==> src/rtl/arb_pkg.sv <==
// -----------------------------------------------------------------------------
// arb_pkg
// Shared types and constants for the round-robin decoder arbiter.
//   IDX_W / N_REQ : index width and requester count. The decoder is 3-to-8,
//                   so these are fixed together.
//   idx_t / vec_t : requester index and request/grant vector types.
//   state_t       : arbiter FSM states.
//   pick_t        : result of a rotating priority search. The index field is
//                   only meaningful when found=1.
// -----------------------------------------------------------------------------
package arb_pkg;

    localparam int IDX_W = 3;
    localparam int N_REQ = 8;

    typedef logic [IDX_W-1:0] idx_t;
    typedef logic [N_REQ-1:0] vec_t;

    typedef enum logic {
        IDLE  = 1'b0,
        GRANT = 1'b1
    } state_t;

    typedef struct packed {
        logic found;
        idx_t idx;
    } pick_t;

endpackage

==> src/rtl/dec3to8_en.sv <==
// -----------------------------------------------------------------------------
// dec3to8_en
// Combinational 3-to-8 decoder with an enable input.
//   a  : in  [2:0] select index
//   en : in        enable; when low the output is all zeros
//   y  : out [7:0] one-hot select of a when en=1, otherwise 8'h00
// -----------------------------------------------------------------------------
module dec3to8_en
    import arb_pkg::*;
(
    input  logic [IDX_W-1:0] a,
    input  logic             en,
    output logic [N_REQ-1:0] y
);

    always_comb begin
        y = '0;
        if (en) begin
            y[a] = 1'b1;
        end
    end

endmodule

==> src/rtl/rr_dec_arbiter.sv <==
// -----------------------------------------------------------------------------
// rr_dec_arbiter
// Round-robin arbiter for 8 requesters sharing one 3-to-8 decoder output bus.
// A winner holds the grant for at most MAX_HOLD consecutive cycles while it
// keeps requesting. When its lease runs out, the search starts at the next
// index, so any other requester gets priority and the holder is checked last.
// If the holder drops its request, the grant passes to the next requester on
// the same edge, so no idle cycle is inserted.
//
// Ports
//   clk       : in        system clock; all state changes on the rising edge
//   rst       : in        synchronous active-high reset
//   req       : in  [7:0] level-sensitive request vector
//   gnt_valid : out       a grant is active
//   gnt_idx   : out [2:0] winner index; holds its last value while idle
//   gnt       : out [7:0] one-hot grant = decode(gnt_idx) gated by gnt_valid
//   hold_cnt  : out [3:0] cycles the current winner has held the grant, 0-based
//
// Parameters
//   MAX_HOLD  : lease length in cycles, legal range 1..15
//
// Every output comes straight from a flop. The decoder is driven from the
// next-state index and valid, so gnt_q is aligned with gnt_idx_q.
// -----------------------------------------------------------------------------
module rr_dec_arbiter
    import arb_pkg::*;
#(
    parameter int MAX_HOLD = 4
)
(
    input  logic             clk,
    input  logic             rst,
    input  logic [N_REQ-1:0] req,
    output logic             gnt_valid,
    output logic [IDX_W-1:0] gnt_idx,
    output logic [N_REQ-1:0] gnt,
    output logic [3:0]       hold_cnt
);

    localparam logic [3:0] HOLD_LAST = 4'(MAX_HOLD - 1);

    // Rotating priority search. The loop runs from the farthest offset down
    // to offset 0, so the last match it records is the one nearest start.
    function automatic pick_t pick(input vec_t r, input idx_t start);
        pick_t p;
        idx_t  i;
        p.found = 1'b0;
        p.idx   = start;
        for (int k = N_REQ - 1; k >= 0; k--) begin
            i = start + idx_t'(k);
            if (r[i]) begin
                p.found = 1'b1;
                p.idx   = i;
            end
        end
        return p;
    endfunction

    state_t     state_q, state_d;
    idx_t       idx_q,   idx_d;
    idx_t       ptr_q,   ptr_d;
    logic [3:0] hold_q,  hold_d;
    logic       valid_q, valid_d;
    vec_t       gnt_q,   gnt_d;

    pick_t      pick_ptr;
    pick_t      pick_next;
    idx_t       idx_inc;

    assign idx_inc   = idx_q + idx_t'(1);
    assign pick_ptr  = pick(req, ptr_q);
    assign pick_next = pick(req, idx_inc);

    always_comb begin
        state_d = state_q;
        idx_d   = idx_q;
        ptr_d   = ptr_q;
        hold_d  = hold_q;
        valid_d = valid_q;

        unique case (state_q)
            IDLE: begin
                if (pick_ptr.found) begin
                    state_d = GRANT;
                    idx_d   = pick_ptr.idx;
                    hold_d  = '0;
                    valid_d = 1'b1;
                end
            end

            GRANT: begin
                if (!req[idx_q]) begin
                    // The holder released its request. Hand off directly to
                    // the next requester, or go idle if nobody is requesting.
                    ptr_d  = idx_inc;
                    hold_d = '0;
                    if (pick_next.found) begin
                        idx_d = pick_next.idx;
                    end else begin
                        state_d = IDLE;
                        valid_d = 1'b0;
                    end
                end else if (hold_q >= HOLD_LAST) begin
                    // The lease has expired. req[idx_q] is set, so the search
                    // always finds a winner. If no one else is requesting, the
                    // holder itself is found and re-granted with a new lease.
                    ptr_d  = idx_inc;
                    idx_d  = pick_next.idx;
                    hold_d = '0;
                end else begin
                    hold_d = hold_q + 4'd1;
                end
            end

            default: begin
                state_d = IDLE;
                valid_d = 1'b0;
                hold_d  = '0;
            end
        endcase
    end

    dec3to8_en u_dec (
        .a  (idx_d),
        .en (valid_d),
        .y  (gnt_d)
    );

    always_ff @(posedge clk) begin
        if (rst) begin
            state_q <= IDLE;
            idx_q   <= '0;
            ptr_q   <= '0;
            hold_q  <= '0;
            valid_q <= 1'b0;
            gnt_q   <= '0;
        end else begin
            state_q <= state_d;
            idx_q   <= idx_d;
            ptr_q   <= ptr_d;
            hold_q  <= hold_d;
            valid_q <= valid_d;
            gnt_q   <= gnt_d;
        end
    end

    assign gnt_valid = valid_q;
    assign gnt_idx   = idx_q;
    assign gnt       = gnt_q;
    assign hold_cnt  = hold_q;

endmodule

==> config.mk <==
export PLATFORM = sky130hd
export DESIGN_NAME = rr_dec_arbiter
export DESIGN_NICKNAME = d
export VERILOG_FILES = /design/src/rtl/arb_pkg.sv /design/src/rtl/dec3to8_en.sv /design/src/rtl/rr_dec_arbiter.sv
export SDC_FILE = /design/constraint.sdc
export NUM_CORES = 1
export LEC_CHECK = 0
export CORE_ASPECT_RATIO = 1.2
export CORE_MARGIN = 5
export CORE_UTILIZATION = 55
export CTS_CLUSTER_SIZE = 25
export DETAILED_ROUTE_END_ITERATION = 10
export HOLD_SLACK_MARGIN = 0.02
export PLACE_DENSITY_LB_ADDON = 0.3
export SLEW_MARGIN = 10
export SYNTH_ARGS = -nofsm -noshare
export SYNTH_HDL_FRONTEND = slang
export SYNTH_SLANG_ARGS = --single-unit
==> constraint.sdc <==
create_clock -name clk -period 4.5 [get_ports clk]
set_input_delay 0.9 -clock clk [delete_from_list [all_inputs] [get_ports clk]]
set_output_delay 0.9 -clock clk [all_outputs]
set_load 0.01 [all_outputs]
# Yosys cells after proc, flatten, opt, wreduce, memory -nomap -nowiden
# Cells that the tools add are included.
# classes
n_reduce_logical	3
order_cmp	20
muxes	71
n_addsub	16
n_bitwise	2
n_eq_ne	2
# ops
op	count
4-bit 2-to-1 mux	19
3-bit by 4-bit less-than comparator with 1-bit output (second input constant)	18
1-bit binary-select mux with 3-bit select	17
3-bit adder (second input constant)	8
1-bit 2-to-1 mux	24
3-bit 2-to-1 mux	6
3-bit by 2-bit adder with 3-bit output (second input constant)	4
3-bit by 1-bit adder with 3-bit output (second input constant)	3
4-bit one-hot mux with 2 select lines	1
3-bit one-hot mux with 2 select lines	1
4-bit by 1-bit adder with 4-bit output (second input constant)	1
4-bit by 2-bit greater-or-equal comparator with 1-bit output (second input constant)	1
1-bit one-hot mux with 2 select lines	2
1-bit demux with 3-bit select	1
3-bit by 1-bit greater-or-equal comparator with 1-bit output (second input constant)	1
2-bit by 1-bit != test with 1-bit output (second input constant)	1
2-bit != test (second input constant)	1
1-bit inverter	2
2-bit AND reduction	1
2-bit OR reduction	1
1-bit logical AND	1
# word_totals
out_inout_bits	16
elab_cells	120
input_bits	10
register_bits	20

# Depth between registers and ports, before layout
# logic_depth
word_depth	19
mapped_depth	16
ltp_nobuf	10

# By module
# A second synthesis with hierarchy kept.
# unflattened
cells_unflattened	294
area_unflattened_um2	2625.0
# modules_own_cells
module	cells_per_inst	n_inst	seq_area_each_um2	area_per_inst_um2
rr_dec_arbiter	286	1	400.4	2529.9
dec3to8_en	8	1	0.0	95.1

# Worst setup path after synthesis
# OpenSTA, ideal clock, no wires.
# synth_path
kind	reg2reg
start	reg idx_q[0] (netlist: gnt_idx[0])
end	reg gnt_q[3] (netlist: gnt[3])
synth_period_minus_slack_ps	3425
t_required_ps	4421
stages_incl_launch_ff	15
arrival_time_ps	3345
n_path_buf	4
slack_ps	1075
setup_time_ps	79
path_cell_list	dfxtp_1 -> buf_2 -> buf_6 -> inv_1 -> ha_1 -> buf_6 -> mux4_1 -> mux2_2 -> nand3b_1 -> and4b_1 -> buf_4 -> a31o_4 -> o221ai_2 -> or3b_4 -> nor3_1
# synth_between
elab_chain_len	19
word_cells_on_any_way	49
cone_classes	add/sub: 8; order compare: 2; mux: 36; bitwise: 1; reduce/logical: 2
# synth_rtl
item	line	rtl
start: declaration	rr_dec_arbiter.sv:60	idx_t idx_q, idx_d;
start signal: assignment	rr_dec_arbiter.sv:139	idx_q <= idx_d;
3-bit by 1-bit adder with 3-bit output (*)	rr_dec_arbiter.sv:70	assign idx_inc = idx_q + idx_t'(1);
net idx_inc[0]	rr_dec_arbiter.sv:68	idx_t idx_inc;
3-bit adder	rr_dec_arbiter.sv:50	i = start + idx_t'(k);
1-bit binary-select mux with 3-bit select	rr_dec_arbiter.sv:51	if (r[i]) begin
1-bit 2-to-1 mux (not written as such)	rr_dec_arbiter.sv:51	
4-bit 2-to-1 mux (7 in series)	rr_dec_arbiter.sv:51	
4-bit 2-to-1 mux (*)	rr_dec_arbiter.sv:51	
3-bit 2-to-1 mux, on equally long branches	rr_dec_arbiter.sv:97, rr_dec_arbiter.sv:103	
3-bit 2-to-1 mux	rr_dec_arbiter.sv:92	if (!req[idx_q]) begin
3-bit one-hot mux with 2 select lines	rr_dec_arbiter.sv:81	unique case (state_q)
3-bit by 4-bit less-than comparator with 1-bit output (not written as such) or 3-bit by 1-bit greater-or-equal comparator with 1-bit output (tied branches)	dec3to8_en.sv:19	y[a] = 1'b1;
1-bit logical AND (not written as such)	dec3to8_en.sv:19	
1-bit 2-to-1 mux (not written as such)	dec3to8_en.sv:19	
1-bit demux with 3-bit select	--	
end signal: assignment	rr_dec_arbiter.sv:143	gnt_q <= gnt_d;
end: declaration	rr_dec_arbiter.sv:64	vec_t gnt_q, gnt_d;
# The timed path passes the listed nets; every way through them passes the cells marked *. The select of a mux whose other input is x is not followed.
# A chain may end at the register's enable or synchronous reset.

# Final worst setup path
# layout_path
start	in req[3]
end	reg gnt_q[3] (netlist: gnt[3])
# layout_between
elab_chain_len	17
word_cells_on_any_way	66
cone_classes	order compare: 2; mux: 61; bitwise: 1; reduce/logical: 2
# layout_rtl
item	line	rtl
start: declaration	rr_dec_arbiter.sv:33	input logic [N_REQ-1:0] req,
1-bit binary-select mux with 3-bit select	rr_dec_arbiter.sv:51	
1-bit 2-to-1 mux (not written as such)	rr_dec_arbiter.sv:51	
4-bit 2-to-1 mux (8 in series)	rr_dec_arbiter.sv:51	
3-bit 2-to-1 mux, on equally long branches	rr_dec_arbiter.sv:97, rr_dec_arbiter.sv:103	
3-bit 2-to-1 mux	rr_dec_arbiter.sv:92	
3-bit one-hot mux with 2 select lines	rr_dec_arbiter.sv:81	
3-bit by 4-bit less-than comparator with 1-bit output (not written as such) or 3-bit by 1-bit greater-or-equal comparator with 1-bit output (tied branches)	dec3to8_en.sv:19	
1-bit logical AND (not written as such)	dec3to8_en.sv:19	
1-bit 2-to-1 mux (not written as such)	dec3to8_en.sv:19	
1-bit demux with 3-bit select	--	
# Parallel ways exist; a longest one is shown, timed or not. The select of a mux whose other input is x is not followed.

==> out/metrics.csv <==
stage,metric,value,unit
outcome,status,finished clean,
logic_synthesis,"FF+latch count, synth",20,
drt,met3 WL post-DR,379,um
setup_path,end of the worst register-to-register path,gnt[3],
power_and_ir_drop,PD cells,868.8,nW/um^2
clock_tree,clk_lat worst skew,0.25,ns
place,port bufs,25,
drt,DRC errors left,0,
drt,wire length on met1,3206,um
clock_tree,CTS tree,done,
run,max-cap violations,0,
drt,vias per cell,6.951,
cells_and_area,Syn-to-layout area delta,9.276,%
power_and_ir_drop,Switching Fraction,0.5205,
drt,met2 wire len,3624,um
clock_tree,CTS Buf Count,3,
sta,"Hold Violations, Final",0,
logic_synthesis,register area share after synthesis,0.1413,
sta,Final Cycle Share,0.8426,
drt,Vias,2690,
power_and_ir_drop,internal power,1.289,mW
place,detailed placer's ending HPWL,5448,um
logic_synthesis,"area leader, netlist",mux4_2,
logic_synthesis,"top cells by area, synth","mux4_2, dfxtp_1, mux2i_1",
setup_path,Worst Reg-to-Reg Cells,11,
power_and_ir_drop,peak supply drop,0.4888,mV
place,gpl congestion,0.9166,
global_routing,GRT overflow,0,
die,DIE AREA,6692,um^2
sta,final setup vio count,0,
clock_tree,Worst-path clk slew,0.07,ns
power_and_ir_drop,Comb pwr share,0.851,
setup_path,CP max FO,15,
sta,Slew @ Worst Pin,0.8446,ns
die,Die Wd,75.52,um
power_and_ir_drop,Power Total,2.689,mW
sta,Final WS setup,0.7084,ns
hold_path,HP Class,reg -> reg,
logic_synthesis,syn nets,338,
power_and_ir_drop,P_sw,1.400,mW
cells_and_area,Fillers,436,
drt,highest metal used,met4,
die,Core Footprint,4975,um^2
global_routing,global-route wire length before repair,11990,um
setup_path,crit path kind,in -> reg,
logic_synthesis,Async SR Flop Fraction,0,
clock_tree,Max Buffers Root-to-Sink,2,
drt,post-route ant nets,0,
logic_synthesis,"Top FF cell, synth",dfxtp_1,
sta,Pins Over Slew Limit,0,
logic_synthesis,"top cells by count, synth","mux2i_1, nor3_1, dfxtp_1",
setup_path,CP startpoint kind,input pin,
die,Ports,26,
global_routing,largest net degree at the start of global routing,34,
die,initial cell density of the core,0.5694,
cells_and_area,layout cell share with drive strength beyond 1,0.1713,
global_routing,vias in the first global route,2458,
logic_synthesis,"EDFF count, synth",0,
cells_and_area,Finished Core Util,0.6222,
clock_tree,H-tree depth,1,
setup_path,reg2reg start,gnt_idx[0],
clock_tree,hold buffers post-CTS,0,
drt,DRT iter0 DRCs,280,
sta,Tmin final,3.792,ns
logic_synthesis,Netlist cell types,68,
sta,Slew HR,0.4362,
sta,unrepaired setup endpoints after global routing,false,
sta,WHS,0.4972,ns
setup_path,CP endpoint kind,register,
setup_path,arrival time at the worst endpoint,3.96,ns
setup_path,Critical Path RT,4.67,ns
drt,router iterations before antenna repair,6,
logic_synthesis,mean post-synth cell area,8.770,um^2
drt,Detailed Route WL,7443,um
cells_and_area,NumNets Final,344,
clock_tree,CTS sink cnt,20,
logic_synthesis,mapped cell area,2833,um^2
setup_path,Critical Path Sink,gnt[3],
power_and_ir_drop,Clk pwr share,0.042,
die,Die Height,88.62,um
place,DP Worst Slack,0.4594,ns
place,Inst Count DP,384,
clock_tree,cts repair resizes,0,
global_routing,initial antenna violation count,0,
cells_and_area,Final Instance Count excl. Fillers,387,
drt,wire per inst,19.23,um
setup_path,Worst R2R Setup Slack,0.75,ns
logic_synthesis,post-synth top area share,0.1431,
sta,setup TNS,0,ns
cells_and_area,Final Cell Area,3095,um^2
cells_and_area,antenna diode count,0,
global_routing,total track usage,0.2249,
die,FP Rows,28,
clock_tree,clock root cell,clkbuf_8,
logic_synthesis,Ys Warns,0,
power_and_ir_drop,sequential power share,0.108,
place,DP Area,3054,um^2
logic_synthesis,Syn Inst Count,323,
sta,max frequency,263.7,MHz
setup_path,worst setup path start,req[3],
sta,Layout Skew,0.002741,ns
clock_tree,postcts setup bufs,0,
power_and_ir_drop,Lkg Pwr,1.103,nW
layout by cell type, fill, tap and decap left out, types with 8 or more instances in the layout:
master            n
nor3_1           21
a21oi_1          11
nand2_1          18
mux4_2           18
buf_4             8
clkdlybuf4s50_1  25
o21ai_0          15
mux2_2           15
inv_1             9
mux2i_1          21
dfxtp_1          20
nor2_1           19
per-layer routing:
layer,vias to the layer above,track usage
met5,-,0
li1,1282,-
met4,0,0.08744
met2,99,0.3700
met3,25,0.01364
met1,1284,0.3064
sequential cells by signal (all words and copies together) (netlist names):
| name | flops |
|---|---|
| gnt_valid | 1 |
| state_q | 1 |
| gnt_idx | 3 |
| ptr_q | 3 |
| gnt | 8 |
| hold_cnt | 4 |
cell type report:
| type | count | area, um^2 | area share |
|---|---|---|---|
| inverters | 10 | 37.54 | 0.01213 |
| flip-flops and latches | 20 | 400.4 | 0.1293 |
| multi-input cells | 261 | 2231 | 0.7207 |
| well taps | 60 | 75.07 | 0.02425 |
| clock buffers | 3 | 41.29 | 0.01334 |
| repair buffers | 33 | 310.3 | 0.1002 |
cells by family (layout without fill, tap and decap cells):
family                     count (synthesis)  after routing  synth area share
and+or+nand+nor                           92             92            0.1656
DFF                                       20             20            0.1413
buffers and inverters                     42             46           0.07111
xor gates and xnor gates                  11             11           0.04682
adders and majority gates                  5              5           0.02208
muxes                                     56             56            0.2955
AOI/OAI and AO/OA                         97             97            0.2575
critical path, stage by stage:
cell,delay [ns]
clkdlybuf4s50_1,0.65
mux4_1,0.60
mux2_2,0.30
nand3b_1,0.20
nand4b_1,0.30
o31ai_4,0.37
a211oi_2,0.09
or3b_4,0.41
nor3_1,0.14
worst min-delay path by stage:
stage / startpoint / to / slack (ns) / depth (start not counted)
finish: hold_cnt[2] / hold_cnt[2] / 0.50 / 1
global route: hold_cnt[2] / hold_cnt[2] / 0.51 / 1
CTS: hold_cnt[3] / hold_cnt[3] / 0.50 / 1
detailed placement: hold_cnt[2] / hold_cnt[2] / 0.49 / 1
global placement: hold_cnt[3] / hold_cnt[3] / 0.48 / 1
floorplan: hold_cnt[2] / hold_cnt[2] / 0.51 / 1
power groups by stage:
stage / clock network, mW / logic (mW) / registers [mW]
2_1_floorplan: 0 / 1.83 / 0.264
3_5_place_dp: 0 / 2.23 / 0.291
3_3_place_gp: 0 / 2.20 / 0.290
5_1_grt: 0.120 / 2.46 / 0.297
6_report: 0.112 / 2.29 / 0.289
4_1_cts: 0.113 / 2.25 / 0.287
(Power assumes the default switching activity.)
